===== src/rtl/ula_pkg.sv =====
// Shared constants and types for the 8-bit ALU controller and its multiply datapath.
package ula_pkg;

    localparam int unsigned DATA_W   = 8;
    localparam int unsigned OP_W     = 3;
    localparam int unsigned FLAG_W   = 3;
    localparam int unsigned MUL_ITER = 8;
    localparam int unsigned CNT_W    = 4;

    localparam logic [OP_W-1:0] OP_AND = 3'b000;
    localparam logic [OP_W-1:0] OP_OR  = 3'b001;
    localparam logic [OP_W-1:0] OP_XOR = 3'b010;
    localparam logic [OP_W-1:0] OP_NOT = 3'b011;
    localparam logic [OP_W-1:0] OP_ADD = 3'b100;
    localparam logic [OP_W-1:0] OP_SUB = 3'b101;
    localparam logic [OP_W-1:0] OP_MUL = 3'b110;
    localparam logic [OP_W-1:0] OP_CLR = 3'b111;

    localparam int unsigned FLAG_ZERO  = 0;
    localparam int unsigned FLAG_CARRY = 1;
    localparam int unsigned FLAG_OVF   = 2;

    typedef logic [1:0] state_t;
    localparam state_t ST_IDLE = 2'd0;
    localparam state_t ST_EXEC = 2'd1;
    localparam state_t ST_MUL  = 2'd2;
    localparam state_t ST_DONE = 2'd3;

    typedef struct packed {
        logic [DATA_W-1:0] hi;
        logic [DATA_W-1:0] lo;
        logic [FLAG_W-1:0] flags;
    } res_t;

endpackage


===== src/rtl/controlador_ula_8bits_if.sv =====
// Command and result valid/ready channels of the ALU controller.
interface controlador_ula_8bits_if;
    import ula_pkg::*;

    logic              cmd_valid_in;
    logic              cmd_ready_out;
    logic [OP_W-1:0]   cmd_op_in;
    logic [DATA_W-1:0] cmd_a_in;
    logic [DATA_W-1:0] cmd_b_in;
    logic              cmd_c_in;
    logic              cmd_usa_acc_in;
    logic              cmd_usa_carry_in;

    logic              res_valid_out;
    logic              res_ready_in;
    logic [DATA_W-1:0] res_out;
    logic [DATA_W-1:0] res_hi_out;
    logic [FLAG_W-1:0] flags_out;

    modport master (
        output cmd_valid_in, cmd_op_in, cmd_a_in, cmd_b_in, cmd_c_in,
               cmd_usa_acc_in, cmd_usa_carry_in, res_ready_in,
        input  cmd_ready_out, res_valid_out, res_out, res_hi_out, flags_out
    );

    modport slave (
        input  cmd_valid_in, cmd_op_in, cmd_a_in, cmd_b_in, cmd_c_in,
               cmd_usa_acc_in, cmd_usa_carry_in, res_ready_in,
        output cmd_ready_out, res_valid_out, res_out, res_hi_out, flags_out
    );

endinterface


===== src/rtl/multiplicador_seq_8bits.sv =====
// Shift-add multiply state: partial product high byte, multiplier shift register, iteration counter.
module multiplicador_seq_8bits
    import ula_pkg::*;
(
    input  logic              clk,
    input  logic              rst_n,
    input  logic              start,
    input  logic              step,
    input  logic [DATA_W-1:0] mcand,
    input  logic [DATA_W-1:0] mult,
    input  logic [DATA_W-1:0] sum,
    input  logic              cout,
    output logic [DATA_W-1:0] hi,
    output logic [DATA_W-1:0] addend,
    output logic [DATA_W-1:0] hi_next_c,
    output logic [DATA_W-1:0] lo_next_c,
    output logic              last_c
);

    logic [DATA_W-1:0] mcand_q;
    logic [DATA_W-2:0] lo_upper;
    logic [CNT_W-1:0]  cnt;

    // Bit 0 of the multiplier is consumed as soon as it is loaded, so only the upper bits are kept.
    always_comb begin
        hi_next_c = {cout, sum[DATA_W-1:1]};
        lo_next_c = {sum[0], lo_upper};
        last_c    = (cnt == CNT_W'(MUL_ITER - 1));
    end

    always_ff @(posedge clk or negedge rst_n) begin
        if (!rst_n) begin
            mcand_q  <= '0;
            hi       <= '0;
            lo_upper <= '0;
            addend   <= '0;
            cnt      <= '0;
        end else if (start) begin
            mcand_q  <= mcand;
            hi       <= '0;
            lo_upper <= mult[DATA_W-1:1];
            addend   <= mult[0] ? mcand : '0;
            cnt      <= '0;
        end else if (step) begin
            hi       <= hi_next_c;
            lo_upper <= lo_next_c[DATA_W-1:1];
            addend   <= lo_next_c[0] ? mcand_q : '0;
            cnt      <= cnt + CNT_W'(1);
        end
    end

endmodule


===== src/rtl/controlador_ula_8bits.sv =====
// Sequencer sharing one external combinational ALU behind valid/ready command and result channels.
module controlador_ula_8bits
    import ula_pkg::*;
(
    input  logic                    clk_in,
    input  logic                    rst_n_in,
    controlador_ula_8bits_if.slave  bus,
    output logic [DATA_W-1:0]       acc_out,
    output logic                    ocupado_out,
    output logic [DATA_W-1:0]       alu_a_out,
    output logic [DATA_W-1:0]       alu_b_out,
    output logic                    alu_c_out,
    output logic [OP_W-1:0]         alu_op_out,
    input  logic [DATA_W-1:0]       alu_saida_in,
    input  logic [FLAG_W-1:0]       alu_flags_in
);

    state_t            state, state_next;
    logic              accept_c, mul_start_c, mul_step_c, mul_last_c;
    logic [DATA_W-1:0] a_sel_c, mul_hi, mul_addend, hi_next_c, lo_next_c;
    logic              c_sel_c, carry_q, alu_c_q;
    logic [OP_W-1:0]   op_q, alu_op_q;
    logic [DATA_W-1:0] a_q, b_q, acc_q;
    logic [FLAG_W-1:0] mul_flags_c;
    res_t              res_q;

    always_ff @(posedge clk_in or negedge rst_n_in) begin
        if (!rst_n_in) begin
            state             <= ST_IDLE;
            bus.cmd_ready_out <= 1'b0;
            bus.res_valid_out <= 1'b0;
            ocupado_out       <= 1'b0;
        end else begin
            state             <= state_next;
            bus.cmd_ready_out <= (state_next == ST_IDLE);
            bus.res_valid_out <= (state_next == ST_DONE);
            ocupado_out       <= (state_next != ST_IDLE);
        end
    end

    always_comb begin
        state_next  = state;
        accept_c    = 1'b0;
        mul_start_c = 1'b0;
        mul_step_c  = 1'b0;
        case (state)
            ST_IDLE: begin
                if (bus.cmd_valid_in && bus.cmd_ready_out) begin
                    accept_c = 1'b1;
                    if (bus.cmd_op_in == OP_CLR) begin
                        state_next = ST_DONE;
                    end else if (bus.cmd_op_in == OP_MUL) begin
                        state_next  = ST_MUL;
                        mul_start_c = 1'b1;
                    end else begin
                        state_next = ST_EXEC;
                    end
                end
            end
            ST_EXEC: state_next = ST_DONE;
            ST_MUL: begin
                mul_step_c = 1'b1;
                if (mul_last_c) state_next = ST_DONE;
            end
            ST_DONE: if (bus.res_ready_in) state_next = ST_IDLE;
            default: state_next = ST_IDLE;
        endcase
    end

    // Operand selection and ALU drive; MUL borrows the ALU adder for its partial sums.
    always_comb begin
        a_sel_c                  = bus.cmd_usa_acc_in ? acc_q : bus.cmd_a_in;
        c_sel_c                  = bus.cmd_usa_carry_in ? carry_q : bus.cmd_c_in;
        mul_flags_c              = '0;
        mul_flags_c[FLAG_ZERO]   = ({hi_next_c, lo_next_c} == '0);
        alu_a_out                = (state == ST_MUL) ? mul_hi : a_q;
        alu_b_out                = (state == ST_MUL) ? mul_addend : b_q;
        alu_c_out                = alu_c_q;
        alu_op_out               = alu_op_q;
    end

    always_ff @(posedge clk_in or negedge rst_n_in) begin
        if (!rst_n_in) begin
            op_q     <= '0;
            a_q      <= '0;
            b_q      <= '0;
            alu_c_q  <= 1'b0;
            alu_op_q <= OP_AND;
            res_q    <= '0;
            acc_q    <= '0;
            carry_q  <= 1'b0;
        end else if (accept_c) begin
            op_q    <= bus.cmd_op_in;
            a_q     <= a_sel_c;
            b_q     <= bus.cmd_b_in;
            alu_c_q <= (bus.cmd_op_in == OP_MUL) ? 1'b0 : c_sel_c;
            if (bus.cmd_op_in == OP_MUL)      alu_op_q <= OP_ADD;
            else if (bus.cmd_op_in == OP_CLR) alu_op_q <= OP_AND;
            else                              alu_op_q <= bus.cmd_op_in;
            if (bus.cmd_op_in == OP_CLR) begin
                res_q   <= '0;
                acc_q   <= '0;
                carry_q <= 1'b0;
            end
        end else if (state == ST_EXEC) begin
            res_q    <= '{hi: '0, lo: alu_saida_in, flags: alu_flags_in};
            acc_q    <= alu_saida_in;
            alu_op_q <= OP_AND;
            if (op_q == OP_ADD || op_q == OP_SUB) carry_q <= alu_flags_in[FLAG_CARRY];
        end else if (mul_step_c && mul_last_c) begin
            res_q    <= '{hi: hi_next_c, lo: lo_next_c, flags: mul_flags_c};
            acc_q    <= lo_next_c;
            alu_op_q <= OP_AND;
        end
    end

    assign bus.res_out    = res_q.lo;
    assign bus.res_hi_out = res_q.hi;
    assign bus.flags_out  = res_q.flags;
    assign acc_out        = acc_q;

    multiplicador_seq_8bits u_mul (
        .clk       (clk_in),
        .rst_n     (rst_n_in),
        .start     (mul_start_c),
        .step      (mul_step_c),
        .mcand     (a_sel_c),
        .mult      (bus.cmd_b_in),
        .sum       (alu_saida_in),
        .cout      (alu_flags_in[FLAG_CARRY]),
        .hi        (mul_hi),
        .addend    (mul_addend),
        .hi_next_c (hi_next_c),
        .lo_next_c (lo_next_c),
        .last_c    (mul_last_c)
    );

endmodule


===== src/flat_wrapper.sv =====
// flat-port wrapper written by rule: the top's interface ports become plain ports
module controlador_ula_8bits_flat import ula_pkg::*;
  (clk_in, rst_n_in, acc_out, ocupado_out, alu_a_out, alu_b_out, alu_c_out, alu_op_out, alu_saida_in, alu_flags_in, bus_cmd_valid_in, bus_cmd_op_in, bus_cmd_a_in, bus_cmd_b_in, bus_cmd_c_in, bus_cmd_usa_acc_in, bus_cmd_usa_carry_in, bus_res_ready_in, bus_cmd_ready_out, bus_res_valid_out, bus_res_out, bus_res_hi_out, bus_flags_out);
  controlador_ula_8bits_if bus_i ();
  input  logic clk_in;
  input  logic rst_n_in;
  output logic [DATA_W-1:0] acc_out;
  output logic ocupado_out;
  output logic [DATA_W-1:0] alu_a_out;
  output logic [DATA_W-1:0] alu_b_out;
  output logic alu_c_out;
  output logic [OP_W-1:0] alu_op_out;
  input  logic [DATA_W-1:0] alu_saida_in;
  input  logic [FLAG_W-1:0] alu_flags_in;
  input wire logic [$bits(bus_i.cmd_valid_in)-1:0] bus_cmd_valid_in;
  input wire logic [$bits(bus_i.cmd_op_in)-1:0] bus_cmd_op_in;
  input wire logic [$bits(bus_i.cmd_a_in)-1:0] bus_cmd_a_in;
  input wire logic [$bits(bus_i.cmd_b_in)-1:0] bus_cmd_b_in;
  input wire logic [$bits(bus_i.cmd_c_in)-1:0] bus_cmd_c_in;
  input wire logic [$bits(bus_i.cmd_usa_acc_in)-1:0] bus_cmd_usa_acc_in;
  input wire logic [$bits(bus_i.cmd_usa_carry_in)-1:0] bus_cmd_usa_carry_in;
  input wire logic [$bits(bus_i.res_ready_in)-1:0] bus_res_ready_in;
  output wire logic [$bits(bus_i.cmd_ready_out)-1:0] bus_cmd_ready_out;
  output wire logic [$bits(bus_i.res_valid_out)-1:0] bus_res_valid_out;
  output wire logic [$bits(bus_i.res_out)-1:0] bus_res_out;
  output wire logic [$bits(bus_i.res_hi_out)-1:0] bus_res_hi_out;
  output wire logic [$bits(bus_i.flags_out)-1:0] bus_flags_out;
  assign bus_i.cmd_valid_in = bus_cmd_valid_in;
  assign bus_i.cmd_op_in = bus_cmd_op_in;
  assign bus_i.cmd_a_in = bus_cmd_a_in;
  assign bus_i.cmd_b_in = bus_cmd_b_in;
  assign bus_i.cmd_c_in = bus_cmd_c_in;
  assign bus_i.cmd_usa_acc_in = bus_cmd_usa_acc_in;
  assign bus_i.cmd_usa_carry_in = bus_cmd_usa_carry_in;
  assign bus_i.res_ready_in = bus_res_ready_in;
  assign bus_cmd_ready_out = bus_i.cmd_ready_out;
  assign bus_res_valid_out = bus_i.res_valid_out;
  assign bus_res_out = bus_i.res_out;
  assign bus_res_hi_out = bus_i.res_hi_out;
  assign bus_flags_out = bus_i.flags_out;
  controlador_ula_8bits u_core (.clk_in(clk_in), .rst_n_in(rst_n_in), .bus(bus_i), .acc_out(acc_out), .ocupado_out(ocupado_out), .alu_a_out(alu_a_out), .alu_b_out(alu_b_out), .alu_c_out(alu_c_out), .alu_op_out(alu_op_out), .alu_saida_in(alu_saida_in), .alu_flags_in(alu_flags_in));
endmodule

===== config.mk =====
export PLATFORM = sky130hd
export DESIGN_NAME = controlador_ula_8bits_flat
export DESIGN_NICKNAME = d
export VERILOG_FILES = /design/src/rtl/ula_pkg.sv /design/src/rtl/controlador_ula_8bits_if.sv /design/src/rtl/multiplicador_seq_8bits.sv /design/src/rtl/controlador_ula_8bits.sv /design/src/flat_wrapper.sv
export SDC_FILE = /design/constraint.sdc
export NUM_CORES = 1
export LEC_CHECK = 0
export CAP_MARGIN = 0
export CORE_UTILIZATION = 54
export CTS_BUF_LIST = sky130_fd_sc_hd__clkbuf_16
export DETAILED_ROUTE_END_ITERATION = 10
export GPL_TIMING_DRIVEN = 1
export HOLD_SLACK_MARGIN = 0.08
export MAX_ROUTING_LAYER = met4
export PLACE_DENSITY = 0.83
export SYNTH_ARGS = -nofsm -noshare
export SYNTH_HDL_FRONTEND = slang
export SYNTH_SLANG_ARGS = --single-unit

===== constraint.sdc =====
create_clock -name clk_in -period 2.5 [get_ports clk_in]
set_input_delay 0.5 -clock clk_in [delete_from_list [all_inputs] [get_ports clk_in]]
set_output_delay 0.5 -clock clk_in [all_outputs]
set_load 0.02 [all_outputs]

==> impl_metrics.py, run 1 <==
metrics = {
    "yosys": {
        "synth.lib_cells_used.distinct": 44,
        "synth-async-reset-ratio_pct": 100,
        "syn_avg_cell_area_um2": 9.78,
        "post_synth_and_or_nand_nor_area_fraction_pct": 17.5,
        "synth.area.mux_share_pct": 2.66,
        "postSynthNetCount": 427,
        "synth_ff_type": "dfrtp_1",
        "postSynthRegisterBits": 82,
        "syn_area_mm2": 0.00380,
        "number_of_flops_mapped_to_enable_cells_by_yosys": 0,
        "synth_top_family_by_area": "compound AO/OA/AOI/OAI gates",
        "syn_inst": 389,
        "synth_fa_ha_area_share_pct": 0.329,
        "synth_compound_area_share_pct": 17.8,
        "yosysWarnings": 0,
        "yosysSeqAreaShare_pct": 53.9,
        "post_synth_xor_area_fraction_pct": 0.461,
    },
    "global_route": {
        "pin_count_of_the_biggest_net_entering_global_routing": 37,
        "antenna_found_initial": 0,
        "first_global_vias": 3228,
        "grt_use_total_pct": 29.5,
        "grt_first_pass_wirelength_mm": 15.9,
        "gr-total-overflow": 0,
    },
    "clock_tree": {
        "post_cts_clock_slew_at_the_launch_and_capture_registers_of_the_worst_setup_and_hold_paths_ps": 60,
        "worst_skew_pair.late_latency_ps": 340,
        "clock_path_buffers": 2,
        "cts.sink_count": 82,
        "numCtsBuffers": 9,
        "number_of_levels_the_h_tree_was_split_into": 3,
        "tritoncts": "built",
        "cts_root_buffer": "clkbuf_16",
        "cts_hold_bufs": 0,
    },
    "placed_design": {
        "place_congestion": 0.832,
        "io_buffers": 86,
        "numPlacedInstances": 547,
        "dp.final_hpwl_mm": 6.86,
    },
    "layout": {
        "final_cell_mix": "nand2_1, dfrtp_1, clkdlybuf4s50_1, nor2_1, o21ai_0",
        "final-seq-area_mm2": 0.00205,
        "fillers": 483,
        "finalNonFillerCells": 563,
        "antenna_cells_inserted": 0,
        "final_core_utilization_pct": 73.4,
        "mostFrequentLayoutCell": "nand2_1",
        "drive_gt1_share_pct": 8.78,
        "area_growth_pct": 31.2,
        "multi_input_comb_area_mm2": 0.00147,
        "design.final.nets": 500,
    },
    "sta": {
        "finalCriticalPeriod_ps": 2110,
        "skew_ps": 4.35,
        "slew-limit-headroom_pct": 67.3,
        "timing.final.hold_violations": 0,
        "hold_ws_ps": 113,
        "timing_limited_maximum_frequency_mhz": 475,
        "slew_at_the_pin_closest_to_its_max_slew_limit_ps": 489,
        "rsz0062_at_grt": "no",
        "finalSetupViolCount": 0,
        "period_share_pct": 84.2,
        "timing.final.max_slew_violations": 0,
        "tns_ps": 0,
    },
    "power_and_ir_drop": {
        "static-leakage-power_nw": 2.48,
        "pwr_density_cell_mw_per_mm2": 1260,
        "power_total_mw": 6.31,
        "worst_vdd_drop_uv": 806,
    },
    "drt": {
        "final_routed_wirelength_across_all_metal_layers_mm": 9.90,
        "drtIter0Drc": 283,
        "wl_per_cell_um": 17.6,
        "vias_per_cell": 5.81,
        "drc_errors": 0,
        "firstDrtPassIters": 5,
        "vias": 3269,
        "antenna_violating_nets_post_route": 0,
    },
    "die": {
        "dieWidth_um": 85.9,
        "num_io_pins": 87,
        "total_core_area_mm2": 0.00679,
        "dieHeight_um": 85.9,
        "placementRows": 30,
        "floorplan.initialDensity_pct": 56.0,
        "dieArea_mm2": 0.00738,
    },
    "critical_path": {
        "critical_path.max_stage_delay_ps": 430,
        "worstSetupEndpointType": "output pin",
        "worst_ep_arrival_time_ps": 1610,
        "peak_fanout_along_the_critical_path": 36,
        "cp_slowest_cell": "dfrtp_2",
        "critical_path.startpoint_type": "register",
        "timing.critical_path.cells": "nor2b_2 -> buf_12 -> nand2_1 -> nand2_1 -> dlymetal6s2s_1",
        "cp_data_required_time_ps": 2000,
        "crit_top_cell": "nand2_1",
        "worstSetupPathType": "register to output pin",
    },
    "job": {
        "timing.max_cap.violations": 0,
    },
    "outcome": {
        "outcome": "finished clean",
    },
    "hold_path": {
        "holdCritPathClass": "input port to async pin",
    },
}
[cell usage after synthesis (all sizes together) (2+ instances only)]
cell	count	area [um2]
a21oi	10	61.3
nand3	2	10.0
and3b	2	17.5
o21a	2	22.5
clkbuf	9	33.8
nor4	4	25.0
nor2	25	96.4
nand4	8	50.1
a22oi	15	113
dfrtp	82	2050
nand2	100	380
buf	24	175
a32oi	8	70.1
nor2b	2	12.5
mux2i	9	90.1
a32o	4	40.0
inv	19	71.3
a21o	8	60.1
a22o	19	166
o21ai	22	114
xor2	2	17.5
[logic make-up after synthesis]
group,after synthesis
buffers and inverters,52
AND/OR/NAND/NOR,151
flip-flops,82
XOR/XNOR,2
multiplexers,10
AO/OA/AOI/OAI,91
adder cells (fa/ha/maj),1
[final timing paths]
path | start | end | slack [ps] | cells past startpoint
min reg2reg | u_core.b_q[3] | u_core.b_q[3] | 480 | 2
min in group clk_in | u_core.b_q[3] | u_core.b_q[3] | 480 | 2
max | u_core.state[1] | alu_b_out[4] | 390 | 5
max reg2reg | u_core.state[1] | u_core.bus.res_hi_out[7] | 440 | 5
min | rst_n_in | u_core.a_q[2] | 110 | 1
max in group asynchronous | rst_n_in | u_core.u_mul.hi[7] | 1780 | 2
[final cells by class]
| type | instances | area share (%) |
|---|---|---|
| flip-flops and latches | 82 | 41.2 |
| clock inverters | 7 | 1.08 |
| well taps | 96 | 2.41 |
| multi-input cells | 255 | 29.5 |
| repair buffers | 95 | 19.9 |
| inverters | 19 | 1.43 |
| clock buffers | 9 | 4.51 |
[metrics by stage]
stage	worst slack, ps	cell area (um2)
after floorplan	771	3800
after global placement	360	4670
after detailed placement	342	4670
after CTS	11.9	4950
after global routing	290	4990
final	395	4990
[power by group]
group	leakage (nW)	switching [mW]	internal [mW]
clock network	0.128	0.553	0.679
registers	1.04	0.452	1.89
logic	1.31	1.48	1.25
total	2.48	2.48	3.82
[flip-flops by register name, indices dropped and copies added, names as in the netlist, 2 cells and up]
signal,cells
u_core.u_mul.addend,8
u_core.op_q,2
u_core.state,2
u_core.b_q,8
u_core.u_mul.hi,8
u_core.u_mul.mcand_q,8
u_core.u_mul.lo_upper,7
u_core.alu_op_out,3
u_core.bus.flags_out,3
u_core.a_q,8
u_core.bus.res_out,7
u_core.u_mul.cnt,4
u_core.bus.res_hi_out,8
[worst max-delay path: cells and delay by family (launching register included)]
family,cells,cell delay (ps)
flops,1,430
buf+inv,2,460
simple gates,3,370
[routing by layer]
metal	global-route usage, %	vias up	wire length, um
li1	-	1479	-
met1	38.1	1603	4220
met2	46.1	163	4780
met3	6.16	24	674
met4	11.2	0	231
met5	-	-	0
[what timing repair did]
item	4_1_cts	5_1_grt
setup buffers	0	0
endpoints found under the setup margin	14	16
resized for setup	1	17
pin swaps	0	0
No activity file was read; power rests on OpenSTA's default activity.
==> run 2, diff against run 1 <==
--- a/config.mk
+++ b/config.mk
@@ -6,13 +6,13 @@
 export NUM_CORES = 1
 export LEC_CHECK = 0
 export CAP_MARGIN = 0
-export CORE_UTILIZATION = 54
+export CORE_UTILIZATION = 45
 export CTS_BUF_LIST = sky130_fd_sc_hd__clkbuf_16
 export DETAILED_ROUTE_END_ITERATION = 10
 export GPL_TIMING_DRIVEN = 1
 export HOLD_SLACK_MARGIN = 0.08
 export MAX_ROUTING_LAYER = met4
-export PLACE_DENSITY = 0.83
+export PLACE_DENSITY = 0.74
 export SYNTH_ARGS = -nofsm -noshare
 export SYNTH_HDL_FRONTEND = slang
 export SYNTH_SLANG_ARGS = --single-unit
==> constraint.sdc (replaced) <==
create_clock -name clk_in -period 1.88 [get_ports clk_in]
set_input_delay 0.376 -clock clk_in [delete_from_list [all_inputs] [get_ports clk_in]]
set_output_delay 0.376 -clock clk_in [all_outputs]
set_load 0.02 [all_outputs]
==> run 2 against run 1 <==
Compared with the run above:
- worst setup slack got worse by 350 ps
- register-to-register slack got worse by 400 ps
- first-iteration DRC count fell by 14%
- non-clock buffer count grew 27
- clock power grew 38%
- power rose by 36%
- count of clock-buffer cells in the layout did not move
- via count rose by 1.7%
- sequential power is 32% higher
- wire length rose by 2.2%
- critical path type is now register to register
- largest cell class unchanged
==> impl_metrics.py, run 2 (synthesis gave the netlist of run 1 again) <==
metrics = {
    "sta": {
        "tns_ps": 0,
        "hold_ws_ps": 475,
        "finalSetupViolCount": 0,
        "timing.final.max_slew_violations": 0,
        "slew-limit-headroom_pct": 61.7,
        "slew_at_the_pin_closest_to_its_max_slew_limit_ps": 574,
        "finalCriticalPeriod_ps": 1840,
        "timing.final.hold_violations": 0,
        "timing_limited_maximum_frequency_mhz": 545,
        "skew_ps": 5.18,
        "period_share_pct": 97.6,
    },
    "power_and_ir_drop": {
        "pwr_density_cell_mw_per_mm2": 1660,
        "static-leakage-power_nw": 2.47,
        "worst_vdd_drop_uv": 911,
    },
    "layout": {
        "design.final.nets": 527,
        "final-seq-area_mm2": 0.00205,
        "fillers": 681,
        "final_design_area_no_fill_mm2": 0.00517,
        "drive_gt1_share_pct": 16.0,
        "antenna_cells_inserted": 0,
        "final_core_utilization_pct": 62.9,
        "mostFrequentLayoutCell": "nand2_1",
        "multi_input_comb_area_mm2": 0.00149,
        "area_growth_pct": 35.9,
        "finalNonFillerCells": 599,
        "final_cell_mix": "nand2_1, dfrtp_1, clkdlybuf4s50_1, buf_4, nor2_1",
    },
    "drt": {
        "drtIter0Drc": 242,
        "vias_per_cell": 5.55,
        "wl_per_cell_um": 16.9,
        "antenna_violating_nets_post_route": 0,
        "vias": 3323,
        "drc_errors": 0,
        "firstDrtPassIters": 5,
        "final_routed_wirelength_across_all_metal_layers_mm": 10.1,
    },
    "clock_tree": {
        "numCtsBuffers": 9,
        "number_of_levels_the_h_tree_was_split_into": 3,
        "post_cts_clock_slew_at_the_launch_and_capture_registers_of_the_worst_setup_and_hold_paths_ps": 60,
        "clock_path_buffers": 2,
        "worst_skew_pair.late_latency_ps": 330,
        "cts_root_buffer": "clkbuf_16",
        "tritoncts": "built",
        "cts.sink_count": 82,
    },
    "placed_design": {
        "io_buffers": 86,
        "place_congestion": 0.842,
        "postPlaceCellArea_mm2": 0.00491,
        "dp.final_hpwl_mm": 7.32,
        "numPlacedInstances": 579,
    },
    "critical_path": {
        "cp_slowest_cell": "dfrtp_1",
        "critical_path_buf_inv_count": 2,
        "worst_ep_arrival_time_ps": 2050,
        "critPathLaunch": "u_core.state[1]",
        "peak_fanout_along_the_critical_path": 23,
        "path_delay_family": "simple AND/OR/NAND/NOR gates",
        "timing.rr.start": "u_core.state[1]",
        "cp_data_required_time_ps": 2100,
        "critical_path.max_stage_delay_ps": 410,
        "timing.critical_path.cells": "nor2b_4 -> buf_12 -> buf_4 -> and4b_4 -> o21a_4 -> mux2_2",
        "worstSetupEndpointType": "register",
        "critical_path.startpoint_type": "register",
        "worstSetupPathType": "register to register",
    },
    "global_route": {
        "pin_count_of_the_biggest_net_entering_global_routing": 44,
        "met1_usage_pct": 31.3,
        "grt_first_pass_wirelength_mm": 16.3,
        "grt_use_total_pct": 25.2,
        "first_global_vias": 3341,
        "gr-total-overflow": 0,
        "globalRoute.busiestLayer": "met2",
        "gr-usage-met2_pct": 41.8,
        "antenna_found_initial": 0,
        "global_route.usage.met3_pct": 3.88,
    },
    "die": {
        "placementRows": 33,
        "dieArea_mm2": 0.00882,
        "total_core_area_mm2": 0.00822,
        "dieWidth_um": 93.9,
        "dieHeight_um": 93.9,
        "floorplan.initialDensity_pct": 46.3,
        "num_io_pins": 87,
    },
    "hold_path": {
        "worst_hold_startpoint": "u_core.op_q[1]",
        "holdCritPathClass": "register to register",
    },
    "job": {
        "timing.max_cap.violations": 0,
    },
    "outcome": {
        "outcome": "finished clean",
    },
}
==> run 2: cell count changes in the layout (fill, tap and decap cells not counted), moves of 5 or more <==
| cell | delta |
|---|---|
| clkbuf_2 | +5 |
| dlymetal6s2s_1 | -16 |
| buf_12 | +5 |
| buf_4 | +21 |
| buf_2 | +11 |
==> run 2: final cells by class <==
class / count / area share, %
sequential: 82 / 39.7
tap: 105 / 2.54
inverter: 19 / 1.38
timing repair buffer: 122 / 22.0
clock buffer: 9 / 4.36
multi-input combinational: 255 / 28.8
clock inverter: 7 / 1.21
==> run 2: worst paths after layout <==
| check | cells past startpoint | slack [ps] | endpoint |
|---|---|---|---|
| max | 6 | 40 | u_core.bus.res_hi_out[7] |
| min | 2 | 470 | u_core.op_q[1] |
| max reg2reg | 6 | 40 | u_core.bus.res_hi_out[7] |
| min reg2reg | 2 | 470 | u_core.op_q[1] |
| max in group asynchronous | 3 | 720 | u_core.alu_c_out |
| min in group asynchronous | 2 | 580 | u_core.bus.flags_out[2] |
==> run 2: through the flow <==
step | total power [mW] | setup slack [ps]
final | 8.56 | 44.8
after global routing | 9.03 | -16.1
after CTS | 8.70 | -1.12
after detailed placement | 7.04 | -42.4
after global placement | 6.95 | 9.56
after floorplan | 5.24 | 271
==> run 2: power by group <==
| group | switching, mW | internal, mW |
|---|---|---|
| Clock | 0.686 | 1.01 |
| Combinational | 2.04 | 1.73 |
| Sequential | 0.572 | 2.51 |
| Total | 3.30 | 5.26 |
==> run 2: what timing repair did <==
item | in CTS | in global routing
endpoints found under the setup margin | 16 | 18
hold buffers | 1 | 0
resized for setup | 43 | 18
buffers inserted | 0 | 3
endpoints found under the hold margin | 40 | 0
==> run 2: metal layers <==
layer	up-vias	share of wire, %
met1	1622	43
li1	1534	-
met5	-	0
met2	141	50
met3	26	5.6
met4	0	1.7
==> run 2: worst register-to-register path, cell delays in order (launching register included) <==
cell	delay [ps]
dfrtp_1	410
nor2b_4	190
buf_12	170
buf_4	150
and4b_4	320
o21a_4	170
mux2_2	330
==> run 3, diff against run 2 <==
--- a/config.mk
+++ b/config.mk
@@ -5,8 +5,9 @@
 export SDC_FILE = /design/constraint.sdc
 export NUM_CORES = 1
 export LEC_CHECK = 0
+export ABC_AREA = 1
 export CAP_MARGIN = 0
-export CORE_UTILIZATION = 45
+export CORE_UTILIZATION = 46
 export CTS_BUF_LIST = sky130_fd_sc_hd__clkbuf_16
 export DETAILED_ROUTE_END_ITERATION = 10
 export GPL_TIMING_DRIVEN = 1
==> run 3 against run 2 <==
Compared with the run above:
- via count up 11%
- sequential share of layout area decreased by 1.5 points
- final area rose by 4.0%
- wire length increased by 5.0%
- synthesized area is 7.1% higher
- global-route usage decreased by 0.060 points
- utilization up 1.2 points
- sequential power fell by 3%
- fmax grew 1.8%
==> impl_metrics.py, run 3 <==
metrics = {
    "outcome": {
        "outcome": "finished clean",
    },
    "drt": {
        "vias": 3683,
        "firstDrtPassIters": 5,
        "wl_per_cell_um": 15.2,
        "antenna_violating_nets_post_route": 0,
        "vias_per_cell": 5.28,
        "drc_errors": 0,
        "drtIter0Drc": 239,
        "final_routed_wirelength_across_all_metal_layers_mm": 10.6,
    },
    "placed_design": {
        "io_buffers": 86,
        "postPlaceCellArea_mm2": 0.00511,
        "place_congestion": 0.866,
        "dp.final_hpwl_mm": 7.66,
    },
    "die": {
        "num_io_pins": 87,
        "placementRows": 33,
        "dieArea_mm2": 0.00924,
        "total_core_area_mm2": 0.00838,
        "floorplan.initialDensity_pct": 48.6,
        "dieHeight_um": 96.1,
        "dieWidth_um": 96.1,
    },
    "yosys": {
        "syn_inst": 492,
        "synthTopCellsByCount": "nand2_1, dfrtp_1, o21ai_0",
        "synth_top_area_cell": "dfrtp_1",
        "postSynthNetCount": 530,
        "syn_avg_cell_area_um2": 8.28,
        "syn_area_mm2": 0.00407,
        "yosysSeqAreaShare_pct": 50.4,
        "synth_ff_type": "dfrtp_1",
        "synth_top_cell_area_share_pct": 50.4,
        "ys_top_cells_by_area": "dfrtp_1, nand2_1, o21ai_0",
        "number_of_flops_mapped_to_enable_cells_by_yosys": 0,
        "synth.lib_cells_used.distinct": 36,
        "yosysWarnings": 0,
        "synth-async-reset-ratio_pct": 100,
        "synthMostInstantiatedCell": "nand2_1",
        "postSynthRegisterBits": 82,
    },
    "global_route": {
        "grt_use_total_pct": 25.2,
        "antenna_found_initial": 0,
        "pin_count_of_the_biggest_net_entering_global_routing": 36,
        "gr-total-overflow": 0,
        "grt_first_pass_wirelength_mm": 16.9,
        "first_global_vias": 3404,
    },
    "critical_path": {
        "critical_path.reg2reg.endpoint": "u_core.bus.res_out[0]",
        "worst_ep_arrival_time_ps": 1430,
        "worstSetupEndpointType": "output pin",
        "r2r_slack_ps": 240,
        "timing.rr.start": "u_core.u_mul.cnt[0]",
        "path_delay_family": "buffers and inverters",
        "crit_top_cell": "nand2_1",
        "peak_fanout_along_the_critical_path": 7,
        "critical_path_buf_inv_count": 3,
        "worstSetupPathType": "register to output pin",
        "cp_data_required_time_ps": 1500,
        "critical_path.startpoint_type": "register",
        "critical_path.max_stage_delay_ps": 390,
        "reg2regPathDepth": 6,
        "cp_slowest_cell": "dfrtp_1",
        "timing.critical_path.cells": "inv_2 -> nand2_4 -> buf_4 -> nand2_1 -> nand2_1 -> clkdlybuf4s15_2",
    },
    "clock_tree": {
        "post_cts_clock_slew_at_the_launch_and_capture_registers_of_the_worst_setup_and_hold_paths_ps": 60,
        "worst_skew_pair.late_latency_ps": 330,
        "cts.sink_count": 82,
        "clock_path_buffers": 2,
        "cts_root_buffer": "clkbuf_16",
        "numCtsBuffers": 9,
        "post_cts.repair.setup_buffers": 0,
        "tritoncts": "built",
        "number_of_levels_the_h_tree_was_split_into": 3,
    },
    "sta": {
        "finalSetupViolCount": 0,
        "tns_ps": 0,
        "slew-limit-headroom_pct": 65.1,
        "slew_at_the_pin_closest_to_its_max_slew_limit_ps": 517,
        "skew_ps": 6.52,
        "timing.final.hold_violations": 0,
        "finalCriticalPeriod_ps": 1800,
        "timing_limited_maximum_frequency_mhz": 555,
        "period_share_pct": 95.9,
        "timing.final.max_slew_violations": 0,
    },
    "power_and_ir_drop": {
        "static-leakage-power_nw": 2.67,
        "pwr_density_cell_mw_per_mm2": 1680,
        "net-switching-power_mw": 3.71,
        "worst_vdd_drop_uv": 698,
        "power.share.combinational_pct": 48.0,
        "power_frac_seq_pct": 33.1,
        "power.share.switching_pct": 41.2,
        "internal_power_mw": 5.31,
        "p_clk_share_pct": 18.9,
    },
    "layout": {
        "design.final.nets": 626,
        "drive_gt1_share_pct": 16.5,
        "final_cell_mix": "nand2_1, dfrtp_1, clkdlybuf4s50_1, o21ai_0, nand3_1",
        "final_design_area_no_fill_mm2": 0.00538,
        "antenna_cells_inserted": 0,
        "mostFrequentLayoutCell": "nand2_1",
        "final_core_utilization_pct": 64.1,
        "area_growth_pct": 31.9,
    },
    "hold_path": {
        "worst_hold_startpoint": "u_core.u_mul.cnt[3]",
        "whs_endpoint": "u_core.u_mul.cnt[3]",
        "hold-path-cell-count": 1,
        "holdCritPathClass": "register to register",
    },
    "job": {
        "timing.max_cap.violations": 0,
    },
}
-- run 3: changes by cell type after synthesis, sizes merged, moves of 8 or more --
cell    change
a21o        -8
a21oi       -8
a22o       -19
a22oi      -14
a32oi       -8
clkbuf      -8
inv        +17
mux2i       -8
nand2      +88
nand3      +40
o21ai      +29
o22ai      +15
-- run 3: kinds of logic after synthesis --
logic type | synth area share (%)
simple gates | 29.5
fa+ha+maj | 0.307
buf+inv | 8.88
xor+xnor | 0.215
flops | 50.4
compound gates | 10.5
mux | 0.246
-- run 3: how the worst max path moves through the flow --
stage / from / end / slack, ps / depth (start not counted)
global placement: u_core.state[0] / alu_a_out[7] / 10 / 5
finish: u_core.state[0] / alu_b_out[7] / 80 / 6
CTS: u_core.state[0] / alu_b_out[1] / -3 / 6
floorplan: u_core.state[1] / alu_a_out[3] / 150 / 4
detailed placement: u_core.state[0] / alu_a_out[7] / -30 / 5
global route: u_core.state[1] / alu_b_out[7] / -1 / 5
-- run 3: per-stage QoR --
stage	instances	worst slack (ps)	total power [mW]	hold slack [ps]
final	698	76.9	9.02	477
after global routing	698	-0.970	9.57	497
after CTS	698	-3.10	9.03	474
after detailed placement	681	-30.6	7.43	360
after global placement	681	11.6	7.29	359
after floorplan	492	147	5.67	80.4
-- run 3: layout make-up --
cell class	count	area [um2]
Inverter	38	145
Tap cell	105	131
Sequential cell	82	2050
Fill cell	723	3010
Clock buffer	9	225
Clock inverter	7	62.6
Timing Repair Buffer	116	1090
Multi-Input combinational cell	341	1670
-- run 3: power groups by stage --
| stage | logic (mW) | clock network, mW | registers [mW] |
|---|---|---|---|
| floorplan | 2.51 | 0 | 3.15 |
| global placement | 4.33 | 0 | 2.96 |
| finish | 4.33 | 1.71 | 2.99 |
| global route | 4.73 | 1.79 | 3.05 |
| CTS | 4.34 | 1.72 | 2.97 |
| detailed placement | 4.44 | 0 | 2.99 |
-- run 3: worst reg2reg max path: stages, from the launching register on --
cell and delay [ps]:
dfrtp_1 410, ha_1 250, nand3_1 160, nor2_4 60
nor2_4 240, nand2_4 220, o21ai_0 220
-- run 3: timing repair --
item                                   4_1_cts  5_1_grt
endpoints found under the hold margin       33        0
hold buffers                                 1        0
setup endpoints to repair                   16        9
resized for setup                           63        4
-- run 3: layer usage --
| layer | GRT usage (%) | vias to the layer above | part of all wire (%) |
|---|---|---|---|
| li1 | - | 1764 | - |
| met1 | 32.9 | 1762 | 44 |
| met2 | 40.1 | 141 | 47 |
| met3 | 2.92 | 16 | 6.5 |
| met4 | 9.95 | 0 | 2.1 |
| met5 | - | - | 0 |
